===== config.mk =====
export PLATFORM = sky130hd
export DESIGN_NAME = mem_port_arbiter
export DESIGN_NICKNAME = d
export VERILOG_FILES = /design/src/rtl/mem_port_arbiter.sv
export SDC_FILE = /design/constraint.sdc
export NUM_CORES = 1
export LEC_CHECK = 0
export ABC_AREA = 1
export CORE_MARGIN = 1.5
export CORE_UTILIZATION = 44
export CTS_BUF_LIST = sky130_fd_sc_hd__clkbuf_16
export DETAILED_ROUTE_END_ITERATION = 10
export PLACE_DENSITY = 0.88
export SKIP_LAST_GASP = 1
export SLEW_MARGIN = 20
export SYNTH_ARGS = -nofsm -noshare
export SYNTH_HDL_FRONTEND = slang
export SYNTH_SLANG_ARGS = --single-unit

===== constraint.sdc =====
create_clock -name clk -period 3.95 [get_ports clk]
set_input_delay 0.79 -clock clk [delete_from_list [all_inputs] [get_ports clk]]
set_output_delay 0.79 -clock clk [all_outputs]
set_load 0.005 [all_outputs]

===== src/rtl/mem_port_arbiter.sv =====
// Single-port memory arbiter between instruction fetch and load/store.
// Data wins ties, but a waiting fetch is granted after MAX_DSTREAK data grants in a row.
module mem_port_arbiter #(
    parameter int AW          = 32,
    parameter int DW          = 32,
    parameter int MAX_DSTREAK = 4
) (
    input  logic          clk,
    input  logic          rst,
    input  logic          if_req,
    input  logic [AW-1:0] if_addr,
    output logic [DW-1:0] if_rdata,
    output logic          if_ack,
    output logic          if_stall,
    input  logic          me_req,
    input  logic          me_we,
    input  logic [1:0]    me_len,
    input  logic [AW-1:0] me_addr,
    input  logic [DW-1:0] me_wdata,
    output logic [DW-1:0] me_rdata,
    output logic          me_ack,
    output logic          me_stall,
    output logic          mem_req,
    output logic          mem_we,
    output logic [1:0]    mem_len,
    output logic [AW-1:0] mem_addr,
    output logic [DW-1:0] mem_wdata,
    input  logic [DW-1:0] mem_rdata,
    input  logic          mem_ready
);
    localparam int SW = $clog2(MAX_DSTREAK + 1);
    localparam logic [SW-1:0] STREAK_MAX = SW'(MAX_DSTREAK);

    typedef enum logic [1:0] {IDLE, IBUSY, DBUSY, DONE} state_t;

    state_t        state_q, state_d;
    logic [SW-1:0] streak_q, streak_d;
    logic          mem_req_q, mem_req_d;
    logic          mem_we_q, mem_we_d;
    logic [1:0]    mem_len_q, mem_len_d;
    logic [AW-1:0] mem_addr_q, mem_addr_d;
    logic [DW-1:0] mem_wdata_q, mem_wdata_d;
    logic [DW-1:0] if_rdata_q, if_rdata_d;
    logic [DW-1:0] me_rdata_q, me_rdata_d;
    logic          if_ack_q, if_ack_d;
    logic          me_ack_q, me_ack_d;

    always_comb begin
        state_d     = state_q;
        streak_d    = streak_q;
        mem_req_d   = mem_req_q;
        mem_we_d    = mem_we_q;
        mem_len_d   = mem_len_q;
        mem_addr_d  = mem_addr_q;
        mem_wdata_d = mem_wdata_q;
        if_rdata_d  = if_rdata_q;
        me_rdata_d  = me_rdata_q;
        if_ack_d    = 1'b0;
        me_ack_d    = 1'b0;

        case (state_q)
            IDLE: begin
                if (me_req && (!if_req || (streak_q < STREAK_MAX))) begin
                    // Streak only grows while a fetch is actually being held off
                    if (if_req) begin
                        streak_d = (streak_q == STREAK_MAX) ? streak_q : streak_q + 1'b1;
                    end else begin
                        streak_d = '0;
                    end
                    mem_req_d   = 1'b1;
                    mem_we_d    = me_we;
                    mem_len_d   = me_len;
                    mem_addr_d  = me_addr;
                    mem_wdata_d = me_wdata;
                    state_d     = DBUSY;
                end else if (if_req) begin
                    streak_d   = '0;
                    mem_req_d  = 1'b1;
                    mem_we_d   = 1'b0;
                    mem_len_d  = 2'b10;
                    mem_addr_d = if_addr;
                    state_d    = IBUSY;
                end
            end
            IBUSY: begin
                if (mem_ready) begin
                    if_rdata_d = mem_rdata;
                    mem_req_d  = 1'b0;
                    if_ack_d   = 1'b1;
                    state_d    = DONE;
                end
            end
            DBUSY: begin
                if (mem_ready) begin
                    me_rdata_d = mem_rdata;
                    mem_req_d  = 1'b0;
                    me_ack_d   = 1'b1;
                    state_d    = DONE;
                end
            end
            // The served requester still holds req here, so no grant is made
            DONE: begin
                state_d = IDLE;
            end
            default: begin
                state_d = IDLE;
            end
        endcase
    end

    always_ff @(posedge clk) begin
        if (rst) begin
            state_q     <= IDLE;
            streak_q    <= '0;
            mem_req_q   <= 1'b0;
            mem_we_q    <= 1'b0;
            mem_len_q   <= 2'b00;
            mem_addr_q  <= '0;
            mem_wdata_q <= '0;
            if_rdata_q  <= '0;
            me_rdata_q  <= '0;
            if_ack_q    <= 1'b0;
            me_ack_q    <= 1'b0;
        end else begin
            state_q     <= state_d;
            streak_q    <= streak_d;
            mem_req_q   <= mem_req_d;
            mem_we_q    <= mem_we_d;
            mem_len_q   <= mem_len_d;
            mem_addr_q  <= mem_addr_d;
            mem_wdata_q <= mem_wdata_d;
            if_rdata_q  <= if_rdata_d;
            me_rdata_q  <= me_rdata_d;
            if_ack_q    <= if_ack_d;
            me_ack_q    <= me_ack_d;
        end
    end

    assign mem_req   = mem_req_q;
    assign mem_we    = mem_we_q;
    assign mem_len   = mem_len_q;
    assign mem_addr  = mem_addr_q;
    assign mem_wdata = mem_wdata_q;
    assign if_rdata  = if_rdata_q;
    assign me_rdata  = me_rdata_q;
    assign if_ack    = if_ack_q;
    assign me_ack    = me_ack_q;
    assign if_stall  = if_req & ~if_ack_q;
    assign me_stall  = me_req & ~me_ack_q;

endmodule


==> results.md <==
* Minimum clock period at a little under 3000 ps
* Buffer levels on the longest clock path at 2
* Average instance area after synthesis at ~6.9 um2
* Power density normalized to cell area at just under 600 nW/um2
* Final weighted congestion of routability-driven global placement at roughly 0.82
* Nets@finish at 1196
* Data arrival time of the critical path at 2120 ps
* Total setup buffers inserted after CTS at 0
* Area growth syn-to-layout at 59.94%
* Hold Violations, Final at 0
* Maximum frequency from static timing analysis at around 340 MHz
* Buffers added on ports at about 270
* Sequential area share after synthesis at around half
* Number of synthesized register bits at roughly 140
* Worst hold slack at 461.8 ps
* RR Startpoint: streak_q[2]
* Clk pin slew, worst setup/hold paths at 60 ps
* Number of H-tree levels at 4
* Worst R2R End: mem_addr[18]
* Worst Reg-to-Reg Cells at 8
* RSZ-0062 raised after global routing: false
* Share of final-layout standard cells stronger than drive strength 1 at a little over 4%
* Net switching power of the design at between 1.5 and 2 mW
* Switching fraction of total power at between 30% and 40%
* Reg-to-reg setup timing slack at about 1900 ps
* Post-Layout Inst Area at roughly 8900 um2
* Yosys synthesis warning count at 0
* Result of the run: finished, final reports clean
* Sort of element at the end of the critical path: primary output
* Via count of the first global-routing pass at 5410
* Sequential cell fraction of total power at about 37%
* Overall power at about 5.3 mW
* Most used cells in the layout excluding fill and tap cells: clkdlybuf4s50_1 (271), nand2_1 (213), nor2_1 (207), dfxtp_1 (139), o21ai_0 (67)
* Hold Path Cell Cnt at 2
* Length of the first detailed-routing pass in iterations at 5
* Number of buffers inserted by hold repair at cts at 0
* Post-Syn Area at approximately 5600 um2
* Die Outline Area at about 13000 um2
* Sink of the worst hold path: mem_wdata[27]
* Core Region at 12160 um2
* Final non-filler cell total at around 1200
* Largest net degree at the start of global routing at 57
* Portion of total power attributed to combinational logic at a little over a third
* Pins Over Slew Limit at 0
* Internal power at between 3 and 4 mW
* Proportion of power drawn by the clock network at a little over a quarter
* Ant. Diodes at 0
* Count of cells resized by post-cts repair at 0
* First-pass GRT wire length at 25.92 mm
* Initial DRC Count at ~340
* Number of rows created at floorplan at 40
* DRC violation count after routing at 0
* Setup tns final at 0 ps
* Clock latency reported for the late side of the worst-skew pair at 420 ps
* Avg Vias per Cell at 4.738
* Y dimension of the die at around 120 um
* Beginning of the worst hold path: mem_wdata[27]
* Initial antenna violation count at 0
* Die W at 115.3 um
* FILL cells at around 950
* Maximum fanout along the worst path at 3
* Mapped Cells at roughly 800
* Net Count, Synth at 947
* Reported leakage power at 3.717 nW
* CTS buffer count at 17
* Initial cell density of the core at about 46%
* Critical Path Source Type: input pin
* CTS sink count at 139
* Routed Wire Length at roughly 17 mm
* DP Area at between 8000 and 9000 um2
* Hold WC Path Type: register to register
* Max-Cap Viols at 0
* Routed wire per std cell at 13.55 um
* Period Utilization, post-route at around three quarters
* Unique cell type count in the Yosys netlist at 17
* Number of setup violations in the final report at 0
* Max VDD drop at about 0.44 mV
* Dpl cells at approximately 1200
* Total number of vias at 5852
* Top Ports at between 200 and 300
* Most common library cell in the layout ignoring fill and taps: clkdlybuf4s50_1
* Overflow left after global routing at 0
* Layout Skew at approximately 8 ps
* GRT Resource Usage Total at 25.26%
* Number of nets with antenna violations after detailed routing at 0
* Estimated wirelength of the detail-placed design at between 10 and 15 mm
* CP required at about 3200 ps
* Slew at the pin with the worst max-slew slack at around 1100 ps
* TritonCTS clock tree: built
* Headroom to the max-slew limit at 29.27%
* Category of the most critical setup path: input pin to primary output
* Master cell of the clock root buffer: clkbuf_16
critical path: stages:
cell,delay (ps)
clkdlybuf4s50_1,580
inv_1,110
nor2_1,100
clkdlybuf4s50_1,540
Yosys cell counts:
master	number	area, um2
a21oi_1	37	185.2
buf_1	2	7.510
buf_2	15	75.07
buf_4	1	7.510
clkbuf_1	32	120.1
dfxtp_1	139	2783
ha_1	6	75.07
inv_1	45	168.9
inv_2	1	3.750
nand2_1	213	799.5
nand2_2	2	12.51
nand2_4	1	11.26
nand3_1	35	175.2
nand3_2	1	10.01
nor2_1	207	777.0
o21ai_0	67	335.3
or2_2	1	6.260
state kept, by name, summed over array words and instances (netlist names), 2 cells and up:
signal	count
me_rdata	32
if_rdata	32
mem_addr	32
mem_len	2
streak_q	3
state_q	2
mem_wdata	32
per-layer routing:
layer / track usage, % / up-vias / part of all wire [%]
li1: - / 2992 / -
met1: 28.02 / 2585 / 39
met2: 41.74 / 234 / 49
met3: 9.436 / 41 / 8.4
met4: 14.32 / 0 / 3.6
met5: 0 / - / 0
cells by family after synthesis:
kind of cell               Yosys count  synth area share (%)
DFF                                139                 50.11
adders and majority gates            6                 1.352
and+or+nand+nor                    460                 32.27
buffers and inverters               96                 6.895
AOI/OAI and AO/OA                  104                 9.374
worst max-delay path by stage:
| stage | to | slack [ps] | startpoint | cells after the start |
|---|---|---|---|---|
| after floorplan | me_stall | 1750 | me_req | 4 |
| after global placement | streak_q[2] | 1020 | if_req | 9 |
| after detailed placement | mem_addr[27] | 950 | if_req | 9 |
| after CTS | if_stall | 1040 | if_req | 4 |
| after global routing | me_stall | 960 | me_req | 4 |
| final | me_stall | 1040 | me_req | 4 |
area by class of cell:
cell class	count	area [um2]	share of cell area (%)
well taps	168	210.2	2.367
inverters	46	172.7	1.944
repair buffers	280	2793	31.45
clock inverters	15	110.1	1.240
clock buffers	17	425.4	4.790
flip-flops and latches	139	2783	31.33
multi-input cells	570	2387	26.88
power by group through the flow:
| stage | registers, mW | logic [mW] | clock network (mW) |
|---|---|---|---|
| 2_1_floorplan | 1.97 | 0.873 | 0 |
| 3_3_place_gp | 1.94 | 1.87 | 0 |
| 3_5_place_dp | 1.95 | 1.91 | 0 |
| 4_1_cts | 1.93 | 1.92 | 1.47 |
| 5_1_grt | 1.97 | 2.13 | 1.52 |
| 6_report | 1.93 | 1.91 | 1.44 |
stage by stage:
stage | util [%] | setup WS, ps
after global routing | 73.02 | 963.9
after detailed placement | 68.62 | 949.5
after CTS | 73.02 | 1043
after global placement | 68.62 | 1017
after floorplan | - | 1751
final | 73.02 | 1044
Note: power is estimated with default switching activity, not from simulation.
==> RTL change 1 (same flow settings) <==
Reset style: asynchronous (`rst`), changed in one clocked block.
--- a/src/rtl/mem_port_arbiter.sv
+++ b/src/rtl/mem_port_arbiter.sv
@@ -110,3 +110,3 @@
 
-    always_ff @(posedge clk) begin
+    always_ff @(posedge clk or posedge rst) begin
         if (rst) begin
Behaviour: differs if rst is asserted again (counterexample within 4 cycles, from zero or initial values and one cycle with rst high); with rst held inactive, the same outputs for 4 cycles.
==> RTL change 1 against the original RTL <==
  * Core utilization fell by 0.81 points
  * Count of clock-buffer cells in the layout did not move
  * Die area rose by 3.5%
  * Power rose by 29%
  * Wire length fell by 2.6%
  * Sequential cell count did not move
  * Global-route usage fell by 1.1 points
  * Worst setup slack got worse by 0.016 ns
  * Combinational power rose by 41%
  * Design area rose by 3.0%
  * Synthesized area rose by 3.6%
==> RTL change 1: results (changes against the original RTL) <==
GRT
  • First-pass GRT wire length: 26.45 mm (+2.1%)
  • Largest net degree at the start of global routing: 140 (+150%)
  • GRT met1 Usage: 27.60% (-0.42 points)
  • M2 GR Usage: 40.88% (-0.85 points)
  • Number of global-route vias before repair: 5372 (-0.70%)
  • Gr usage total: 24.18% (-1.1 points)

Route
  • Routed WL: 16.30 mm (-2.6%)
  • Iter 0 DRT Violations: 396 (+16%)
  • First-pass DRT Iterations: 6 (+1)
  • Vias/cell: 4.668 (-1.5%)

Critical path
  • CP Max Fanout: 5 (+2)
  • Cell count of the worst reg-to-reg path: 4 (-4)

Finish
  • Buffers, non-clock: 273 (-2.5%)
  • Nets: 1084 (-9.4%)
  • Fill count: 973 (+2.3%)
  • Signal buffers share of area: 29.95% (-1.5 points)
  • Area of the multi-input gates: 0.001924 mm² (-19%)
  • Ratio of cells with drive above 1 in the final layout: 4.507% (+0.38 points)
  • Register area: 0.003478 mm² (+25%)
  • Multi-input gates: 463 (-19%)

Power and ir drop
  • Pleak: 4.549 nW (+22%)

Yosys
  • Syn nets: 824 (-13%)
  • Sequential fraction of the synthesis area: 60.47% (+10 points)
  • Top cells by count, synth: nand2_1 (367), dfrtp_1 (139), o21ai_0 (68)
  • Yosys cell types: 21 (+4)
  • Post-synth ARST share: 100.0% (+100 points)

Placement
  • DPL Wire Length: 11.21 mm (-2.4%)
  • Pre-CTS setup slack: 1.032 ns (+0.08269 ns)
  • Placer Congestion: 0.8741 (+6.7%)

Outcome
  • Status: finished clean

STA
  • Worst-Margin Slew: 1.035 ns (-0.02446 ns)
RTL change 1: final timing paths:
check	from	end	slack, ns
setup / recovery	if_req	if_stall	1.03
hold / removal	mem_wdata[10]	mem_wdata[10]	0.47
setup reg to reg	state_q[0]	me_rdata[6]	2.09
hold reg to reg	mem_wdata[10]	mem_wdata[10]	0.47
max in group asynchronous	rst	mem_wdata[28]	2.45
min in group asynchronous	rst	me_rdata[2]	0.98
RTL change 1: per-stage QoR:
step | area (µm²) | instances
floorplan | 5756 | 682
global placement | 8544 | 1095
detailed placement | 8544 | 1095
CTS | 9150 | 1126
global route | 9150 | 1126
finish | 9150 | 1126
RTL change 1: layer usage:
| layer | wire (µm) | up-vias |
|---|---|---|
| met5 | 0 | - |
| met4 | 250 | 0 |
| met3 | 1579 | 20 |
| met1 | 6510 | 2438 |
| li1 | - | 2590 |
| met2 | 7961 | 208 |
RTL change 1: power by group:
group          switching, W  internal (W)
clock network      0.000589       0.00104
logic               0.00119       0.00152
registers          0.000365       0.00208
==> RTL change 2 (config.mk and constraints unchanged) <==
Without the edit above. Set the parameter `AW` to 64 (it was 32).
--- a/src/rtl/mem_port_arbiter.sv
+++ b/src/rtl/mem_port_arbiter.sv
@@ -3,3 +3,3 @@
 module mem_port_arbiter #(
-    parameter int AW          = 32,
+    parameter int AW          = 64,
     parameter int DW          = 32,
Interface: changed (resized if_addr, me_addr and mem_addr); port bits go from 272 to 368. No check against the original RTL was run, so the function may have changed too.
==> RTL change 2 against the original RTL <==
  * Global-route usage grew 1.1 points
  * Synthesized area is 31% higher
  * Count of clock-buffer cells in the layout stayed put
  * Clock skew rose by 0.0026 ns
  * Sequential cell count rose by 32
  * Critical path depth unchanged
  * Power up 33%
  * Wire length rose by 38%
  * Worst setup slack improved by 0.0057 ns
  * Hold slack better by 0.0017 ns
  * Design area up 30%
==> RTL change 2: results (changes against the original RTL) <==
Outcome
  • Status: finished clean

Clock network
  • CTS clk-pin slew, worst paths: 0.06 ns (about the same)
  • Clk Latency, worst-skew pair: 0.42 ns (about the same)
  • Post_cts resized: 0 (unchanged)

Power and ir drop
  • Sequential Power Share: 35.0% (-1.5 points)
  • Gate power share: 41.8% (+5.7 points)
  • Sw Share: 34.51% (+2.6 points)
  • Comb power: 0.00293 W (+53%)
  • Max VDD drop: 0.3889 mV (-11%)
  • Pleak: 5.167 nW (+39%)

Placement
  • Pre-CTS setup slack: 0.8462 ns (-0.1033 ns)
  • Placer Congestion: 0.9117 (+11%)
  • Port bufs: 367 (+35%)
  • DPL Wire Length: 16.49 mm (+44%)
  • Dpl cell area: 0.01098 mm² (+32%)

Yosys
  • Compound-Gate Fraction of Synth Area: 7.176% (-2.2 points)
  • Sequential fraction of the synthesis area: 47.20% (-2.9 points)
  • Dominant cells by area after synthesis: dfxtp_1 (47%), nand2_1 (18%), nor2_1 (17%)
  • Yosys cell types: 19 (+2)
  • Average size of a mapped cell: 6.552 µm² (-5.0%)
  • Syn nets: 1313 (+39%)
  • Top cells by count, synth: nand2_1 (340), nor2_1 (331), dfxtp_1 (171)
  • Synth Area in Adders: 1.035% (-0.32 points)

Critical path
  • Reg2Reg Setup Slack: 1.76 ns (-0.13 ns)
  • CP Max Fanout: 5 (+2)
  • Worst setup path startpoint: if_req
  • Family with the most delay on the worst path: buffers and inverters
  • RR Endpoint: mem_addr[40]
  • R2R Path Start: streak_q[2]
  • Cell count of the worst reg-to-reg path: 7 (-1)
  • Slowest stage delay, CP: 0.55 ns (-0.03 ns)
  • Setup crit end: if_stall

Route
  • Vias: 7871 (+35%)
  • Met1 Wirelength: 8.770 mm (+34%)
  • First-pass DRT Iterations: 5 (unchanged)
  • DR WL/cell: 13.88 µm (+2.4%)
  • Met3 routed wirelength: 2.148 mm (+53%)
  • Iter 0 DRT Violations: 481 (+41%)
  • Met2 routed WL: 11.51 mm (+40%)

GRT
  • Antenna violations before repair: 1 (+1)
  • First-pass GRT wire length: 37.03 mm (+43%)
  • Gr usage total: 26.35% (+1.1 points)
  • Largest net degree at the start of global routing: 76 (+33%)
  • Number of global-route vias before repair: 7526 (+39%)

Finish
  • Final cell count without fillers: 1669 (+35%)
  • Nets: 1645 (+38%)
  • Ratio of cells with drive above 1 in the final layout: 3.306% (-0.82 points)
  • Fill count: 1258 (+32%)

STA
  • FMAX: 344.8 MHz (+0.20%)
  • Max transition margin: 37.27% (+8.0 points)
  • Max-slew violations: 0 (unchanged)
  • Layout Skew: 0.01071 ns (+0.002649 ns)

Worst hold path
  • Cell count of the worst hold path: 2 (unchanged)
## RTL change 2: worst min path at each step
stage / slack (ns) / to / startpoint
CTS: 0.46 / mem_len[0] / mem_len[0]
floorplan: 0.44 / streak_q[2] / streak_q[2]
global placement: 0.45 / mem_len[0] / mem_len[0]
detailed placement: 0.45 / mem_len[0] / mem_len[0]
finish: 0.46 / mem_len[0] / mem_len[0]
global route: 0.50 / mem_we / mem_we
## RTL change 2: cell type report
| cell class | instances | area [µm²] | area share (%) |
|---|---|---|---|
| inverter | 79 | 300.3 | 2.600 |
| multi-input combinational | 791 | 3188 | 27.60 |
| tap | 216 | 270.3 | 2.340 |
| clock inverter | 15 | 140.1 | 1.213 |
| clock buffer | 17 | 425.4 | 3.683 |
| timing repair buffer | 379 | 3801 | 32.91 |
| antenna | 1 | 2.502 | 0.02166 |
| sequential | 171 | 3423 | 29.64 |
## RTL change 2: per-layer routing
layer	vias up	GRT usage (%)
li1	3984	-
met1	3517	28.14
met2	318	46.65
met3	52	9.645
met4	0	11.48
met5	-	0
